==> src/rtl/mem_arbiter_pkg.sv <==
// Shared definitions for the two-requester memory arbiter.
package mem_arbiter_pkg;

   localparam int unsigned DW = 8;

   typedef enum logic {
      IDLE   = 1'b0,
      ACCESS = 1'b1
   } state_t;

endpackage

==> src/rtl/mem_arbiter.sv <==
// Round-robin arbiter granting two requesters single-cycle access to a
// combinational-read byte memory; one transaction per IDLE/ACCESS pair.
module mem_arbiter
   import mem_arbiter_pkg::*;
(
   input  logic          clk,
   input  logic          reset,

   input  logic          r0_valid,
   input  logic          r0_write,
   input  logic [DW-1:0] r0_addr,
   input  logic [DW-1:0] r0_wdata,
   output logic          r0_ready,
   output logic          r0_rsp_valid,
   output logic [DW-1:0] r0_rsp_rdata,

   input  logic          r1_valid,
   input  logic          r1_write,
   input  logic [DW-1:0] r1_addr,
   input  logic [DW-1:0] r1_wdata,
   output logic          r1_ready,
   output logic          r1_rsp_valid,
   output logic [DW-1:0] r1_rsp_rdata,

   output logic          mem_we,
   output logic [DW-1:0] mem_addr,
   output logic [DW-1:0] mem_wdata,
   input  logic [DW-1:0] mem_rdata
);

   state_t state, state_nxt;
   logic   last_grant;   // doubles as owner of the transaction in ACCESS
   logic   win;
   logic   hs;

   always_comb begin
      win = 1'b0;
      if (r0_valid && r1_valid)
         win = ~last_grant;
      else if (r1_valid)
         win = 1'b1;
   end

   always_comb begin
      state_nxt = state;
      r0_ready  = 1'b0;
      r1_ready  = 1'b0;
      hs        = 1'b0;
      case (state)
         IDLE: begin
            if (!reset) begin
               r0_ready = r0_valid && !win;
               r1_ready = r1_valid &&  win;
               hs       = r0_ready || r1_ready;
               if (hs)
                  state_nxt = ACCESS;
            end
         end
         ACCESS:  state_nxt = IDLE;
         default: state_nxt = IDLE;
      endcase
   end

   always_ff @(posedge clk) begin
      if (reset)
         state <= IDLE;
      else
         state <= state_nxt;
   end

   always_ff @(posedge clk) begin
      if (reset) begin
         last_grant   <= 1'b1;
         mem_we       <= 1'b0;
         mem_addr     <= '0;
         mem_wdata    <= '0;
         r0_rsp_valid <= 1'b0;
         r1_rsp_valid <= 1'b0;
         r0_rsp_rdata <= '0;
         r1_rsp_rdata <= '0;
      end else begin
         r0_rsp_valid <= 1'b0;
         r1_rsp_valid <= 1'b0;
         if (hs) begin
            last_grant <= win;
            mem_we     <= win ? r1_write : r0_write;
            mem_addr   <= win ? r1_addr  : r0_addr;
            mem_wdata  <= win ? r1_wdata : r0_wdata;
         end else if (state == ACCESS) begin
            // mem_we still carries the latched write flag here
            mem_we <= 1'b0;
            if (last_grant) begin
               r1_rsp_valid <= 1'b1;
               if (!mem_we)
                  r1_rsp_rdata <= mem_rdata;
            end else begin
               r0_rsp_valid <= 1'b1;
               if (!mem_we)
                  r0_rsp_rdata <= mem_rdata;
            end
         end
      end
   end

endmodule

==> config.mk <==
export PLATFORM = sky130hd
export DESIGN_NAME = mem_arbiter
export DESIGN_NICKNAME = d
export VERILOG_FILES = /design/src/rtl/mem_arbiter_pkg.sv /design/src/rtl/mem_arbiter.sv
export SDC_FILE = /design/constraint.sdc
export NUM_CORES = 1
export LEC_CHECK = 0
export BUFFER_PORTS_ARGS = -buffer_cell sky130_fd_sc_hd__buf_2
export CAP_MARGIN = 20
export CORE_UTILIZATION = 45
export CTS_CLUSTER_DIAMETER = 80
export CTS_CLUSTER_SIZE = 8
export DETAILED_ROUTE_END_ITERATION = 12
export PLACE_DENSITY = 0.82
export SYNTH_ARGS = -nofsm -noshare
export SYNTH_HDL_FRONTEND = slang
export SYNTH_SLANG_ARGS = --single-unit
export TNS_END_PERCENT = 10
==> constraint.sdc <==
create_clock -name clk -period 1.9 [get_ports clk]
set_clock_uncertainty 0.15 [all_clocks]
set_input_delay 0.095 -clock clk [delete_from_list [all_inputs] [get_ports clk]]
set_output_delay 0.095 -clock clk [all_outputs]
set_load 0.01 [all_outputs]
==> flow_metrics.py <==
metrics = {
    "timing": {
        "finalCritPeriodShare_pct": 95.2,
        "hold-worst-slack_ns": 0.0433,
        "setup_viol": 0,
        "hold_violations": 0,
        "min_period_ns": 1.81,
        "slew_violations": 0,
        "max_slew.worst_pin.slew_ns": 0.515,
        "rsz0062_at_grt": "no",
        "slew_headroom_pct": 65.5,
        "tns_ns": 0,
        "max_freq_ghz": 0.553,
    },
    "detailed_routing": {
        "first_pass_iters": 4,
        "drt-initial-drc-count": 92,
        "wirelength_mm": 5.27,
        "wl_per_cell_um": 15.4,
        "drc_errors": 0,
        "routed-via-count": 1807,
        "ant_nets": 0,
        "vias_per_cell": 5.27,
    },
    "clocking": {
        "clock_sinks": 37,
        "numCtsBuffers": 5,
        "cts_tree": "done",
        "clk_latency_ns": 0.35,
        "root_buffer": "clkbuf_4",
        "clock_path_buffers": 2,
        "clkTransAtPathRegs_ns": 0.12,
        "htreeDepth": 2,
    },
    "cells_and_area": {
        "antennaDiodeCount": 0,
        "layout-area-overhead-vs-synth_pct": 59.6,
        "drive_above_1_share_pct": 38.0,
        "nNetsFinal": 342,
    },
    "global_route": {
        "antenna_found_initial": 0,
        "overflow": 0,
        "grt_pass1_wl_mm": 7.91,
        "grt_usage_pct": 29.1,
        "grt_pass1_vias": 1721,
        "grt_max_degree": 22,
    },
    "logic_synthesis": {
        "synth_cell_type_count": 27,
        "yosys.area.top_type": "dfxtp_1",
        "syn_avg_cell_area_um2": 9.54,
        "yosysTopAreaCellShare_pct": 45.7,
        "synth_edf_count": 0,
        "synth_area_um2": 1620,
        "synth.area.top_cells": "dfxtp_1 46%, mux2i_1 9.9%, nand2_1 7.6%, a311oi_2 6.5%, a21oi_1 5.6%",
        "synth-seq-cells": 37,
        "yosysMostFrequentCell": "dfxtp_1",
        "synth_commonest_cells": "37 x dfxtp_1, 33 x nand2_1, 18 x a21oi_1",
        "syn_inst": 170,
        "yosysSeqAreaShare_pct": 45.7,
        "synth_warnings": 0,
        "ys.flop_type": "dfxtp_1",
        "synthArstFlopShare_pct": 0,
        "syn-num-nets": 216,
    },
    "worst_setup_path": {
        "startpoint_type": "register",
        "worstSetupPathType": "register to output port",
        "critPathMaxFanout": 19,
        "cp_cell_sequence": "a21bo_4 > and3_1 > buf_2",
        "crit_path_top_delay_cell": "dfxtp_1",
        "cp.required_ns": 1.65,
        "slowest_delay_ns": 0.50,
        "cp_top_family": "flip-flops",
        "crit_arrival_ns": 1.56,
        "path_buf_inv": 1,
        "cp-end-kind": "output port",
    },
    "floorplan": {
        "core_um2": 3390,
        "die_w_um": 62.0,
        "fp-row-count": 21,
        "num_io_pins": 83,
        "dieHeight_um": 62.0,
        "start_util_pct": 47.8,
        "dieArea_um2": 3850,
    },
    "place": {
        "portBuffers": 82,
        "place.gp.congestion": 0.779,
        "hpwl_mm": 2.83,
    },
    "status": {
        "status": "finished clean",
    },
    "power_and_ir_drop": {
        "power_density_nw_per_um2": 712,
        "peakVddDrop_uv": 582,
        "leakage_nw": 1.23,
    },
    "job": {
        "drv_cap": 0,
    },
    "min_path": {
        "min_path_type": "input port to register",
    },
}
-- cells by family (layout without fill, tap and decap cells) --
kind of cell / count (synthesis) / after routing / share of synthesized area [%]
flops: 37 / 37 / 45.7
compound gates: 39 / 39 / 21.7
simple gates: 59 / 59 / 15.7
mux: 16 / 16 / 9.88
buf+inv: 19 / 146 / 7.10
-- area by class of cell --
class,instances,area [µm²]
clock buffer,5,37.5
clock inverter,3,46.3
fill,217,801
inverter,3,11.3
multi-input combinational,114,777
sequential,37,741
tap,46,57.6
timing repair buffer,135,918
-- final timing paths --
check / start / to / slack (ns) / depth (start not counted)
worst max-delay path: last_grant / r0_ready / 0.09 / 3
worst min register to register: r0_rsp_rdata[3] / r0_rsp_rdata[3] / 0.35 / 2
worst min-delay path: reset / state / 0.04 / 3
worst max register to register: last_grant / last_grant / 0.32 / 2
-- metal layers --
| layer | routed length [µm] | up-vias | part of all wire, % | global-route usage [%] |
|---|---|---|---|---|
| met2 | 2800 | 94 | 53 | 51.7 |
| li1 | - | 848 | - | - |
| met3 | 347 | 22 | 6.6 | 7.66 |
| met4 | 199 | 0 | 3.8 | 17.1 |
| met1 | 1930 | 843 | 37 | 30.8 |
| met5 | 0 | - | 0 | 0 |
-- registers in the layout, indices dropped and copies added (netlist names) --
name,flops
r1_rsp_rdata,8
last_grant,1
r0_rsp_rdata,8
r0_rsp_valid,1
mem_addr,8
state,1
mem_wdata,8
r1_rsp_valid,1
mem_we,1
-- report_power, final --
part / leakage [nW] / switching, W / internal [W]
Sequential: 0.303 / 0.0000335 / 0.000826
Clock: 0.0414 / 0.000284 / 0.000278
Combinational: 0.881 / 0.000206 / 0.000216
-- cell usage in the layout, fill, tap and decap left out, drive strengths merged, types with 3 or more instances in the layout --
cell type	n
nor2	17
mux2i	16
inv	3
a21oi	18
buf	91
clkbuf	5
dlygate4sd3	44
a311oi	16
dfxtp	37
nand2	33
-- repair_timing --
action,4_1_cts,5_1_grt
endpoints found under the setup margin,0,1
hold endpoints to repair,34,0
hold buffers,44,0
gates resized for setup,0,1
buffers inserted,0,0
-- worst min-delay path: cells and delay by family --
family	cells	cell delay [ns]
buf+inv	1	0.11
simple gates	2	0.27
-- per-stage QoR --
| stage | setup WS, ns | cell area [µm²] | instances | power, W | util [%] |
|---|---|---|---|---|---|
| floorplan | 0.409 | 1620 | 170 | 0.00108 | - |
| global placement | 0.427 | 2060 | 291 | 0.00120 | 60.7 |
| detailed placement | 0.379 | 2060 | 291 | 0.00121 | 60.7 |
| CTS | 0.0629 | 2580 | 343 | 0.00183 | 76.2 |
| global route | 0.0269 | 2590 | 343 | 0.00192 | 76.4 |
| finish | 0.0914 | 2590 | 343 | 0.00184 | 76.4 |
No activity file was read; power rests on OpenSTA's default activity.
